**src/rtl/uart_rx_irq.sv**
```systemverilog
// 8N1 UART receiver with a small receive FIFO, memory-mapped RBR/STATUS/CTRL registers,
// and a one-shot irq1 request that re-arms on software ack or when the FIFO drains.
module uart_rx_irq #(
   parameter int          CLKS_PER_BIT = 868,
   parameter int          FIFO_DEPTH   = 8,
   parameter logic [63:0] BASE_ADDR    = 64'h1000_0000,
   parameter int          ADDR_W       = 64,
   parameter int          XLEN         = 64
) (
   input  logic              clk,
   input  logic              rstn,
   input  logic              rxd,
   input  logic [ADDR_W-1:0] data_addr,
   input  logic              ren,
   input  logic              wen,
   input  logic [XLEN-1:0]   wdata,
   output logic [XLEN-1:0]   rdata,
   output logic              irq1
);

   localparam int                PTR_W    = $clog2(FIFO_DEPTH);
   localparam logic [15:0]       FULL_BIT = 16'(CLKS_PER_BIT - 1);
   localparam logic [15:0]       HALF_BIT = 16'(CLKS_PER_BIT / 2 - 1);
   localparam logic [6:0]        DEPTH    = 7'(FIFO_DEPTH);
   localparam logic [ADDR_W-1:0] RBR_A    = ADDR_W'(BASE_ADDR);
   localparam logic [ADDR_W-1:0] STAT_A   = ADDR_W'(BASE_ADDR + 64'd4);
   localparam logic [ADDR_W-1:0] CTRL_A   = ADDR_W'(BASE_ADDR + 64'd8);

   typedef enum logic [1:0] {IDLE, START, DATA, STOP} rx_state_t;

   rx_state_t        state;
   logic             rx_p0, rx_s;
   logic [15:0]      bit_cnt;
   logic [2:0]       bit_idx;
   logic [7:0]       shift;
   logic [7:0]       mem [FIFO_DEPTH];
   logic [PTR_W-1:0] wr_ptr, rd_ptr;
   logic [6:0]       count;
   logic             frame_err, overrun, ie, armed;

   logic empty, full, sel_rbr, sel_stat, sel_ctrl, pop, ctrl_wr, ack, clr;
   logic byte_done, push, bad_stop, push_ok, fire, drained;
   logic unused_wdata;

   assign empty     = (count == 7'd0);
   assign full      = (count == DEPTH);
   assign sel_rbr   = (data_addr == RBR_A);
   assign sel_stat  = (data_addr == STAT_A);
   assign sel_ctrl  = (data_addr == CTRL_A);
   assign pop       = ren && sel_rbr && !empty;
   assign ctrl_wr   = wen && sel_ctrl;
   assign ack       = ctrl_wr && wdata[1];
   assign clr       = ctrl_wr && wdata[2];
   assign byte_done = (state == STOP) && (bit_cnt == 16'd0);
   assign push      = byte_done && rx_s;
   assign bad_stop  = byte_done && !rx_s;
   assign push_ok   = push && !full;
   assign fire      = ie && armed && !empty;
   // A pop that leaves the FIFO empty re-arms so the next byte interrupts again.
   assign drained   = pop && (count == 7'd1) && !push_ok;
   assign unused_wdata = ^wdata[XLEN-1:3];

   always_comb begin
      rdata = '0;
      if (sel_rbr && !empty)
         rdata = XLEN'(mem[rd_ptr]);
      else if (sel_stat)
         rdata = XLEN'({count, overrun, frame_err, full, empty});
      else if (sel_ctrl)
         rdata = XLEN'(ie);
   end

   // Two-flop synchroniser; idle level is high.
   always_ff @(posedge clk) begin
      if (!rstn) begin
         rx_p0 <= 1'b1;
         rx_s  <= 1'b1;
      end else begin
         rx_p0 <= rxd;
         rx_s  <= rx_p0;
      end
   end

   always_ff @(posedge clk) begin
      if (!rstn) begin
         state   <= IDLE;
         bit_cnt <= '0;
         bit_idx <= '0;
      end else begin
         case (state)
            IDLE: if (!rx_s) begin
               state   <= START;
               bit_cnt <= HALF_BIT;
            end
            START: if (bit_cnt == 16'd0) begin
               if (rx_s) begin
                  state <= IDLE;
               end else begin
                  state   <= DATA;
                  bit_cnt <= FULL_BIT;
                  bit_idx <= '0;
               end
            end else begin
               bit_cnt <= bit_cnt - 16'd1;
            end
            DATA: if (bit_cnt == 16'd0) begin
               bit_cnt <= FULL_BIT;
               bit_idx <= bit_idx + 3'd1;
               if (bit_idx == 3'd7) state <= STOP;
            end else begin
               bit_cnt <= bit_cnt - 16'd1;
            end
            STOP: if (bit_cnt == 16'd0) state <= IDLE;
                  else bit_cnt <= bit_cnt - 16'd1;
            default: state <= IDLE;
         endcase
      end
   end

   always_ff @(posedge clk) begin
      if (state == DATA && bit_cnt == 16'd0) shift <= {rx_s, shift[7:1]};
      if (push_ok) mem[wr_ptr] <= shift;
   end

   always_ff @(posedge clk) begin
      if (!rstn) begin
         wr_ptr    <= '0;
         rd_ptr    <= '0;
         count     <= '0;
         frame_err <= 1'b0;
         overrun   <= 1'b0;
      end else begin
         if (push_ok) wr_ptr <= wr_ptr + PTR_W'(1);
         if (pop)     rd_ptr <= rd_ptr + PTR_W'(1);
         count <= count + 7'(push_ok) - 7'(pop);
         if (clr) begin
            frame_err <= 1'b0;
            overrun   <= 1'b0;
         end
         if (bad_stop)     frame_err <= 1'b1;
         if (push && full) overrun   <= 1'b1;
      end
   end

   // Ack takes priority over a coincident fire, pushing the pulse one cycle later.
   always_ff @(posedge clk) begin
      if (!rstn) begin
         ie    <= 1'b0;
         armed <= 1'b1;
         irq1  <= 1'b0;
      end else begin
         if (ctrl_wr) ie <= wdata[0];
         irq1 <= fire && !ack;
         if (ack || drained) armed <= 1'b1;
         else if (fire)      armed <= 1'b0;
      end
   end

endmodule

```
**config.mk**
```make
export PLATFORM = sky130hd
export DESIGN_NAME = uart_rx_irq
export DESIGN_NICKNAME = d
export VERILOG_FILES = /design/src/rtl/uart_rx_irq.sv
export SDC_FILE = /design/constraint.sdc
export NUM_CORES = 1
export LEC_CHECK = 0
export CELL_PAD_IN_SITES_DETAIL_PLACEMENT = 1
export CELL_PAD_IN_SITES_GLOBAL_PLACEMENT = 1
export CORE_ASPECT_RATIO = 1.2
export CORE_MARGIN = 2
export CORE_UTILIZATION = 39
export CTS_BUF_LIST = sky130_fd_sc_hd__clkbuf_16
export DETAILED_ROUTE_END_ITERATION = 10
export PLACE_DENSITY_LB_ADDON = 0.1
export SETUP_SLACK_MARGIN = 0.2
export SLEW_MARGIN = 20
export SYNTH_ARGS = -nofsm -noshare
export SYNTH_HDL_FRONTEND = slang
export SYNTH_SLANG_ARGS = --single-unit
```
**constraint.sdc**
```tcl
create_clock -name clk -period 6.7 [get_ports clk]
set_input_delay 1.675 -clock clk [delete_from_list [all_inputs] [get_ports clk]]
set_output_delay 1.675 -clock clk [all_outputs]
set_load 0.02 [all_outputs]
```
### Yosys cells after proc, flatten, opt, wreduce, memory -nomap -nowiden

Memories as Yosys holds them, arrays and structs flattened. A register that Yosys moved wholly into a read port is not among the register bits.
Index checks and enable logic that the tools add are counted.
W data, S select, Z words.

* flip-flop bits (word level): 49
* bits in writable memories: 64
* bits of input ports: 133
* output and inout port bits: 65
* word-level logic and storage cells: 99
* memories kept: 1

Memory list
* mem: words 8, bits a word 8, rd ports 1, clocked after Yosys merged registers in 1, wr ports 1, RTL line 36 `logic [7:0] mem [FIFO_DEPTH];`

* add/subtract/negate cells: 6
* equality and inequality tests: 17
* muxes and demuxes: 27
* bitwise logic cells: 1
* reductions and logical operators: 33

Operators with widths (count)
* $eq A64 B29 Y1 const B: 3
* $mux W16: 5
* $pmux W16 S4: 1
* $mux W11: 2
* $logic_and A1 B1 Y1: 17
* $logic_not A16 Y1: 1
* $sub A16 B1 Y16 const B: 1
* $mux W3: 5
* $mux W2: 6
* $ne A2 B2 Y1 const B: 6
* $add A3 B1 Y3 const B: 3
* $pmux W2 S4: 1
* $add A7 B1 Y7: 1
* $eq A7 B1 Y1 const B: 1
* $eq A7 B4 Y1 const B: 1
* $logic_not A7 Y1: 1
* $sub A7 B1 Y7: 1
* $mux W1: 6
* $pmux W3 S2: 1
* $reduce_bool A2 Y1: 3
* $logic_not A1 Y1: 5
* $reduce_and A5 Y1: 1
* $eq A2 B2 Y1 const B: 2
* $reduce_and A4 Y1: 1
* 9 further kinds: 9

### Depth between registers and ports, before layout

* word-level depth: 8
* depth in mapped cells: 17
* gate-level depth less buffers: 17

### Least setup slack after synthesis

Ideal clock, no wire load.

* kind: input-to-output
* from: input data_addr[25]
* to: output rdata[0]
* data arrival time: 3.156 ns
* data required time: 5.025 ns
* path slack: 1.869 ns
* stages: 6
* path buffers: 1
* cell sequence: nor4_2 nand4_1 nor3_2 and3_1 buf_2 a32o_1

* longest elaborated chain between the ends: 4
* elaborated cells on any way between the ends: 7
* classes of those cells: 3 x eq/ne; 3 x mux; 1 x reduce/logical

RTL lines
* from (decl): RTL line 13 `input logic [ADDR_W-1:0] data_addr,`
* $eq A64 B29 Y1: RTL line 49 `assign sel_ctrl = (data_addr == CTRL_A);`
* $mux W1: RTL line 69 `else if (sel_ctrl)`
* $mux W11: RTL line 67 `else if (sel_stat)`
* $mux W11 *: RTL line 65 `if (sel_rbr && !empty)`
* to (decl): RTL line 17 `output logic [XLEN-1:0] rdata,`

Mark *: on every way between the ends. The rest lies on a longest branch, timed or not.

### Worst setup path in the final report

* from: input data_addr[62]
* to: output rdata[5]

* longest elaborated chain between the ends: 3
* elaborated cells on any way between the ends: 5
* classes of those cells: 2 x eq/ne; 2 x mux; 1 x reduce/logical

RTL lines (RTL line)
* $eq A64 B29 Y1, on equally long branches: 48, 47
* $mux W11 or $logic_and A1 B1 Y1 (tied branches): 67, 65
* $mux W11 *: 65

Marked as above.

==> flow_summary.json <==
{
  "drtIter0Drc": 210,
  "insertion_delay_ns": 0.42,
  "fin_crit_ns": 6.09,
  "r2r_slack_ns": 2.73,
  "synthCells": 522,
  "ys_ff_latch": 116,
  "fmax_ghz": 0.164,
  "drive_gt1_share_pct": 12.0,
  "yosys.area.top_type": "edfxtp_1",
  "drtAntennaViolNets": 0,
  "ios": 198,
  "skew_ns": 0.00787,
  "slew_viol_final": 0,
  "path_max_fanout": 10,
  "min-delay-start": "rx_p0",
  "setup_viol_count_final": 0,
  "ctsResizeCount": 0,
  "viasPerCell": 5.23,
  "die_x_microns": 118,
  "cts_tree": "yes",
  "track_usage_pct": 20.8,
  "post_drt_wl_per_cell_microns": 19.7,
  "critPathCaptureType": "output pin",
  "hold_viol": 0,
  "fp-row-count": 49,
  "hold_end": "rx_s",
  "avgSynthCellArea_sq_um": 11.6,
  "worstPathArrival_ns": 4.42,
  "p_leak_nw": 2.59,
  "critPathMaxStageDelay_ns": 0.64,
  "hold_depth": 1,
  "grt_antenna_before_repair": 0,
  "slew_headroom_pct": 37.5,
  "grt_pass1_vias": 4788,
  "die_h_microns": 140,
  "worstMarginPinSlew_ns": 0.934,
  "cts.root.buffer_cell": "clkbuf_16",
  "cts_max_path_buffers": 2,
  "core_sq_um": 15100,
  "ctsHoldBuffers": 0,
  "grt_max_degree": 24,
  "totalWireLength_microns": 16400,
  "rsz0062_at_grt": "no",
  "synth_edf_count": 72,
  "synth_common_cells": "edfxtp_1 (72), buf_4 (54), dfxtp_1 (44)",
  "cp_data_required_time_ns": 5.03,
  "place_hpwl_microns": 12100,
  "die-area_sq_um": 16500,
  "peakVddDrop_mv": 0.191,
  "r2r_start": "bit_cnt[6]",
  "power.density_nw_per_um2": 283,
  "crit_slowest_cell": "clkdlybuf4s50_1",
  "clkTransAtPathRegs_ns": 0.06,
  "numCtsBuffers": 17,
  "fin_util_pct": 49.8,
  "start_util_pct": 40.0,
  "ys_types": 65,
  "r2r_end": "count[6]",
  "yosysMostFrequentCell": "edfxtp_1",
  "crit_path_start_kind": "primary input",
  "critPathKind": "in -> out",
  "post_cts_buffers": 0,
  "ys_top_cells_by_area": "edfxtp_1 (36%), dfxtp_1 (15%), buf_4 (6.7%)",
  "diodes": 0,
  "cap_viol_max_count": 0,
  "drc": 0,
  "synth-async-reset-ratio_pct": 0,
  "overflow": 0,
  "port_buffers": 83,
  "yosysTopAreaCellShare_pct": 35.8,
  "htreeDepth": 4,
  "reg2reg_depth": 13,
  "ys.flop_type": "edfxtp_1",
  "finalCritPeriodShare_pct": 90.9,
  "area_growth_pct": 24.4,
  "globalplace.congestion": 0.887,
  "hp-class": "reg -> reg",
  "status": "finished, final reports clean",
  "clock_sinks": 116,
  "path_cells": "clkdlybuf4s50_1 > nor4_1 > nand4_1 > nor3_2 > buf_4 > and3_1 > o2bb2ai_1 > clkdlybuf4s50_1",
  "tns_ns": 0,
  "dr.pass1.iters": 6,
  "crit_top_cell": "clkdlybuf4s50_1",
  "yosysWarnings": 0,
  "vias": 4336,
  "syn_area_sq_um": 6030,
  "nNetsFinal": 767,
  "grt_pass1_wl_microns": 26200,
  "seq_area_frac_synth_pct": 50.4
}
metrics by stage:
step                      std cells  power [mW]  cell area, sq um  hold WS [ns]  setup WS (ns)
after detailed placement        797        1.19              6890         0.409          0.594
after global routing            829        2.23              7510         0.453          0.477
after CTS                       829        2.15              7510         0.427          0.569
after global placement          797        1.18              6890         0.393          0.615
final                           829        2.13              7510         0.416          0.608
after floorplan                 574        1.10              6230         0.386           1.87
power breakdown:
part | switching (mW) | total (mW) | internal (mW)
registers | 0.0302 | 0.804 | 0.774
logic | 0.237 | 0.376 | 0.139
clock network | 0.352 | 0.947 | 0.595
total | 0.619 | 2.13 | 1.51
metal layers:
layer | wire length (microns) | GRT usage [%] | vias to the layer above | part of all wire (%)
met3 | 602 | 5.01 | 34 | 3.7
met4 | 383 | 7.74 | 0 | 2.3
li1 | - | - | 2066 | -
met1 | 6520 | 22.2 | 2125 | 40
met5 | 0 | 0 | - | 0
met2 | 8850 | 39.5 | 111 | 54
sequential cells by signal, summed over array words and instances (netlist names), 3 cells and up, named ones only:
register	flops
rd_ptr	3
bit_cnt	16
mem	64
shift	8
wr_ptr	3
count	7
bit_idx	3
critical path, delay by kind of cell:
kind	cells	cell delay, ns
buffers and inverters	3	1.26
and+or+nand+nor	4	1.28
AOI/OAI and AO/OA	1	0.20
cell usage in the layout (no fill, tap or decap), types with 15 or more instances in the layout:
cell and n:
dfxtp_1 43, nor2_1 35, nor4_1 26, inv_1 20
mux4_2 15, edfxtp_1 72, a21oi_1 21, clkbuf_16 17
clkdlybuf4s50_1 83, ha_1 21, nand2_1 25, conb_1 53
worst max-delay path by stage:
stage	slack, ns	end	start
after floorplan	1.87	rdata[0]	data_addr[25]
final	0.61	rdata[5]	data_addr[62]
after detailed placement	0.59	rdata[5]	data_addr[62]
after global routing	0.48	rdata[5]	data_addr[11]
after global placement	0.61	rdata[5]	data_addr[11]
after CTS	0.57	rdata[5]	data_addr[11]
cell families after synthesis:
group                    Yosys count  share of synthesized area [%]
flip-flops                       116                           50.4
multiplexers                      27                           7.59
other                              1                         0.0622
AO/OA/AOI/OAI                     79                           9.46
AND/OR/NAND/NOR                  175                           16.8
adder cells (fa/ha/maj)           22                           4.69
buffers and inverters             89                           9.12
XOR/XNOR                          13                           1.89
final cells by class:
class,count,area (sq um)
inverter,20,75.1
multi-input combinational,369,2650
sequential,116,3040
timing repair buffer,88,868
tap,204,255
fill,1660,7570
clock inverter,15,194
clock buffer,17,425
(Power assumes the default switching activity.)
==> RTL change 1: new RTL, config.mk and constraints unchanged <==
Make the reset (`rstn`) asynchronous in 4 clocked blocks.
--- a/src/rtl/uart_rx_irq.sv
+++ b/src/rtl/uart_rx_irq.sv
@@ -71,7 +71,7 @@
    end
 
    // Two-flop synchroniser; idle level is high.
-   always_ff @(posedge clk) begin
+   always_ff @(posedge clk or negedge rstn) begin
       if (!rstn) begin
          rx_p0 <= 1'b1;
          rx_s  <= 1'b1;
@@ -81,7 +81,7 @@
       end
    end
 
-   always_ff @(posedge clk) begin
+   always_ff @(posedge clk or negedge rstn) begin
       if (!rstn) begin
          state   <= IDLE;
          bit_cnt <= '0;
@@ -122,7 +122,7 @@
       if (push_ok) mem[wr_ptr] <= shift;
    end
 
-   always_ff @(posedge clk) begin
+   always_ff @(posedge clk or negedge rstn) begin
       if (!rstn) begin
          wr_ptr    <= '0;
          rd_ptr    <= '0;
@@ -143,7 +143,7 @@
    end
 
    // Ack takes priority over a coincident fire, pushing the pulse one cycle later.
-   always_ff @(posedge clk) begin
+   always_ff @(posedge clk or negedge rstn) begin
       if (!rstn) begin
          ie    <= 1'b0;
          armed <= 1'b1;
Function: differs if rstn is asserted again (counterexample within 4 cycles, from zero or initial values and one cycle with rstn low); with rstn held inactive, the same outputs for 10 cycles.
==> RTL change 1 against the original RTL <==
  * Setup slack gained 0.26 ns
  * Cell area shrank 2.4%
  * Clock skew grew 0.0026 ns
  * Synthesized area shrank 2.5%
  * Sequential cell count shrank 3
  * Routed wire length shrank 11%
  * Critical path depth is the same
  * Highest routed layer unchanged
Power is not compared: it rests on default switching activity, and its combinational part moved more than twofold at a synthesized area within 25%.
==> RTL change 1: results (changes against the original RTL) <==
global_route:
  track_usage_pct: 18.3  # -2.5 points
  antenna_found_initial: 0  # unchanged
  grt_max_degree: 42  # +75%
  grt_pass1_vias: 4164  # -13%
  grt_pass1_wl_um: 22200  # -15%
yosys:
  synth_fa_ha_area_share_pct: 4.59  # -0.094 points
  synthArstFlopShare_pct: 36.3  # +36 points
  yosys-mux-area-fraction_pct: 8.23  # +0.64 points
  synth.area.top_cells: "edfxtp_1 37%, dfrtp_1 16%, buf_4 6.9%"
  synth_xor_area_share_pct: 1.34  # -0.55 points
  synth-seq-area-share_pct: 54.2  # +3.8 points
  synth_warnings: 0  # unchanged
  synth.distinct_cells: 65  # unchanged
  synth_compound_area_share_pct: 9.33  # -0.12 points
  synth_common_cells: "72 x edfxtp_1, 54 x buf_4, 38 x dfrtp_1, 29 x nand2_1, 22 x nor2_1"
setup_path:
  cp.arrival_ns: 4.16  # -0.26 ns
  path_max_fanout: 10  # unchanged
placed_design:
  gp_congestion: 0.756  # -15%
  post-place-ws_ns: 0.803  # +0.209 ns
  dp_hpwl_um: 10600  # -13%
detailed_routing:
  first_pass_iters: 4  # -2
  drtIter0Drc: 130  # -38%
  wl_per_cell_um: 18.6  # -5.8%
  routed_via_density: 5.10  # -2.6%
clock_tree:
  worstSkewPairLatency_ns: 0.41
  cts_root_buffer: "clkbuf_16"
  postCtsResizedCells: 0  # unchanged
  postCtsSetupRepairBufs: 0  # unchanged
  cts_made_buffers: 17  # unchanged
run_status:
  outcome: "complete, no violations"
layout:
  drive_above_1_share_pct: 13.4  # +1.4 points
  final_nets: 717  # -6.5%
  final.fill_count: 1582  # -4.7%
  reg_top3: "mem (64), bit_cnt (16), shift (8)"
power_and_ir_drop:
  p_sw_w: 0.000355
  power_leakage_nw: 2.78
sta:
  worst_pin_slew_ns: 1.03  # +0.0929 ns
  fin_skew_ns: 0.0105  # +0.00261 ns
[RTL change 1: path summary, 6_finish.rpt]
check / start / slack [ns] / cells after the start / end
min in group asynchronous: rstn / 1.43 / 1 / bit_cnt[0]
setup reg to reg: bit_cnt[0] / 2.62 / 14 / count[6]
hold / removal: rx_p0 / 0.37 / 0 / rx_s
hold reg to reg: rx_p0 / 0.37 / 0 / rx_s
setup / recovery: data_addr[39] / 0.87 / 8 / rdata[9]
max in group asynchronous: rstn / 4.60 / 1 / rd_ptr[0]
[RTL change 1: per-stage QoR]
| stage | hold WS (ns) | std cells | cell area [um2] |
|---|---|---|---|
| after floorplan | 0.345 | 521 | 6080 |
| after global placement | 0.350 | 748 | 6750 |
| after detailed placement | 0.355 | 748 | 6750 |
| after CTS | 0.369 | 780 | 7330 |
| after global routing | 0.369 | 780 | 7330 |
| final | 0.370 | 780 | 7330 |
[RTL change 1: layout make-up]
type / instances / area, um2 / area share [%]
Clock inverter: 15 / 155 / 2.12
Sequential cell: 113 / 3190 / 43.6
Multi-Input combinational cell: 322 / 2360 / 32.2
Inverter: 22 / 82.6 / 1.13
Tap cell: 204 / 255 / 3.48
Clock buffer: 17 / 425 / 5.80
Timing Repair Buffer: 87 / 856 / 11.7
[RTL change 1: layer usage]
metal / up-vias / track usage [%] / wire length, um
met5: - / 0 / 0
met4: 0 / 5.26 / 132
met3: 14 / 4.20 / 880
met2: 126 / 33.2 / 7610
met1: 1982 / 21.3 / 5870
li1: 1853 / - / -
[RTL change 1: critical path, cell delays in order]
cell and delay [ns]:
clkdlybuf4s50_1 0.40, nor4_1 0.33, nand2_1 0.11, nor4_1 0.26
buf_4 0.19, nand3b_1 0.28, nor3_1 0.26, clkdlybuf4s50_1 0.65
[RTL change 1: cell families (layout without fill, tap and decap cells)]
logic type                 after synthesis  in the layout
and+or+nand+nor                        138            138
DFF                                    113            113
buffers and inverters                   86            141
AOI/OAI and AO/OA                       74             74
muxes                                   27             27
adders and majority gates               21             21
xor gates and xnor gates                 9              9
other                                    1             53
[RTL change 1: power groups by stage]
| stage | Combinational (W) | Sequential, W | Clock [W] |
|---|---|---|---|
| after floorplan | 0.0000564 | 0.000751 | 0 |
| after global placement | 0.0000828 | 0.000752 | 0 |
| after detailed placement | 0.0000835 | 0.000752 | 0 |
| after CTS | 0.0000838 | 0.000738 | 0.000900 |
| after global routing | 0.0000906 | 0.000738 | 0.000929 |
| final | 0.0000837 | 0.000739 | 0.000884 |
==> RTL change 2: new RTL, same flow settings <==
Made on the original files. The parameter `ADDR_W` goes from 64 to 56.
--- a/src/rtl/uart_rx_irq.sv
+++ b/src/rtl/uart_rx_irq.sv
@@ -4,7 +4,7 @@
    parameter int          CLKS_PER_BIT = 868,
    parameter int          FIFO_DEPTH   = 8,
    parameter logic [63:0] BASE_ADDR    = 64'h1000_0000,
-   parameter int          ADDR_W       = 64,
+   parameter int          ADDR_W       = 56,
    parameter int          XLEN         = 64
 ) (
    input  logic              clk,
Interface: changed (resized data_addr); port bits go from 198 to 190. No check against the original RTL was run, so the function may have changed too.
==> RTL change 2 against the original RTL <==
  * Routed wire length fell by 7.3%
  * Sequential cell count unchanged
  * Synthesized area decreased by 1.9%
  * Cell area is 2.8% lower
  * Global-route usage shrank 1.5 points
  * Combinational power decreased by 9.6%
  * Final cell count down 2.1%
  * Fmax up 0.23%
  * Utilization decreased by 0.77 points
  * Setup slack improved by 0.014 ns
  * Total power is 1.6% lower
  * Sequential power about the same
  * Clock power rose by 0.5%
==> RTL change 2: results (changes against the original RTL) <==
run_status:
  outcome: "complete, no violations"
power_and_ir_drop:
  switching_share_pct: 28.8  # -0.29 points
  peakVddDrop_uv: 162  # -15%
  p_comb_w: 0.000340  # -9.6%
  clock_net_power_w: 0.000952  # +0.5%
  power_leakage_nw: 2.50  # -3.3%
layout:
  multi_input_cells: 362  # -1.9%
  final_nets: 742  # -3.3%
  diodes: 0  # unchanged
  buf_share_pct: 10.6  # -0.98 points
  final.fill_count: 1623  # -2.2%
  multiInputGateArea_mm2: 0.00254  # -4.1%
  sh_seq_area_pct: 41.7  # +1.1 points
  design.seq.count: 116  # unchanged
  reg_top3: "mem (64), bit_cnt (16), shift (8)"
  drive_above_1_share_pct: 11.0  # -0.98 points
  clkCellAreaFrac_pct: 8.45  # +0.20 points
  nNonClkBuffers: 78  # -11%
  inverters: 20  # unchanged
yosys:
  synth_xor_area_share_pct: 1.33  # -0.55 points
  synth-seq-area-share_pct: 51.4  # +0.99 points
  synth_fa_ha_area_share_pct: 4.78  # +0.092 points
  synth_compound_area_share_pct: 9.05  # -0.41 points
  yosys-mux-area-fraction_pct: 7.78  # +0.19 points
  synth_common_cells: "72 x edfxtp_1, 53 x buf_4, 44 x dfxtp_1, 37 x nor2_1, 30 x a21oi_1"
  synth.area.top_cells: "edfxtp_1 37%, dfxtp_1 15%, buf_4 6.7%"
  synth.distinct_cells: 60  # -7.7%
detailed_routing:
  wl_per_cell_um: 18.7  # -5.4%
  wl_met3_um: 1020  # +69%
  routed_via_density: 5.22  # -0.21%
  drtIter0Drc: 182  # -13%
  first_pass_iters: 4  # -2
  dr_wl_met2_um: 7920  # -10%
  drt-met1-wl_um: 6020  # -7.6%
  maxUsedRoutingLayer: "met4"
clock_tree:
  htreeDepth: 4  # unchanged
placed_design:
  io_buffers: 75  # -9.6%
  gp_congestion: 0.787  # -11%
  dp_hpwl_um: 11000  # -9.5%
job:
  maxCapViolations: 0  # unchanged
setup_path:
  cp.arrival_ns: 4.40  # -0.02 ns
  r2r_slack_ns: 2.75  # +0.02 ns
  slowest_stage: "or4_1"
  slowest_delay_ns: 0.72  # +0.08 ns
  path_max_fanout: 6  # -4
global_route:
  grt_use_met1_pct: 22.1  # -0.099 points
  grt_max_degree: 26  # +8.3%
  track_usage_pct: 19.3  # -1.5 points
  grt_pass1_wl_um: 23400  # -10%
  antenna_found_initial: 1  # +1
  grt_pass1_vias: 4512  # -5.8%
  grtUsageMet3_pct: 4.28  # -0.72 points
  use_met2_pct: 34.9  # -4.6 points
sta:
  worst_pin_slew_ns: 0.944  # +0.00945 ns
  hold_viol: 0  # unchanged
  holdWs_ns: 0.427  # +0.0115 ns
  fin_skew_ns: 0.00646  # -0.00142 ns
min_path:
  hold_class: "reg -> reg"
==> RTL change 2: changes by cell type after synthesis, moves of 3 or more <==
cell / before / now
nand4_1: 14 / 7
a21oi_1: 21 / 30
xnor2_1: 9 / 6
nor4_1: 26 / 13
o211ai_1: 1 / 4
clkbuf_1: 8 / 12
o21ai_1: 0 / 3
nor3b_1: 0 / 5
and2_1: 10 / 4
o2bb2ai_1: 5 / 0
o21ai_0: 4 / 7
==> RTL change 2: metrics by stage <==
step	power, W	setup slack [ns]	cells	cell area, um2
2_1_floorplan	0.00107	1.45	568	6110
3_3_place_gp	0.00115	0.602	780	6680
3_5_place_dp	0.00116	0.547	780	6680
4_1_cts	0.00211	0.546	812	7300
5_1_grt	0.00218	0.416	812	7300
6_report	0.00209	0.621	812	7300
==> RTL change 2: path summary, 6_finish.rpt <==
check / startpoint / to / cells past startpoint
max: data_addr[46] / rdata[8] / 7
min reg2reg: rx_p0 / rx_s / 1
max reg2reg: bit_cnt[0] / count[6] / 15
min: rx_p0 / rx_s / 1
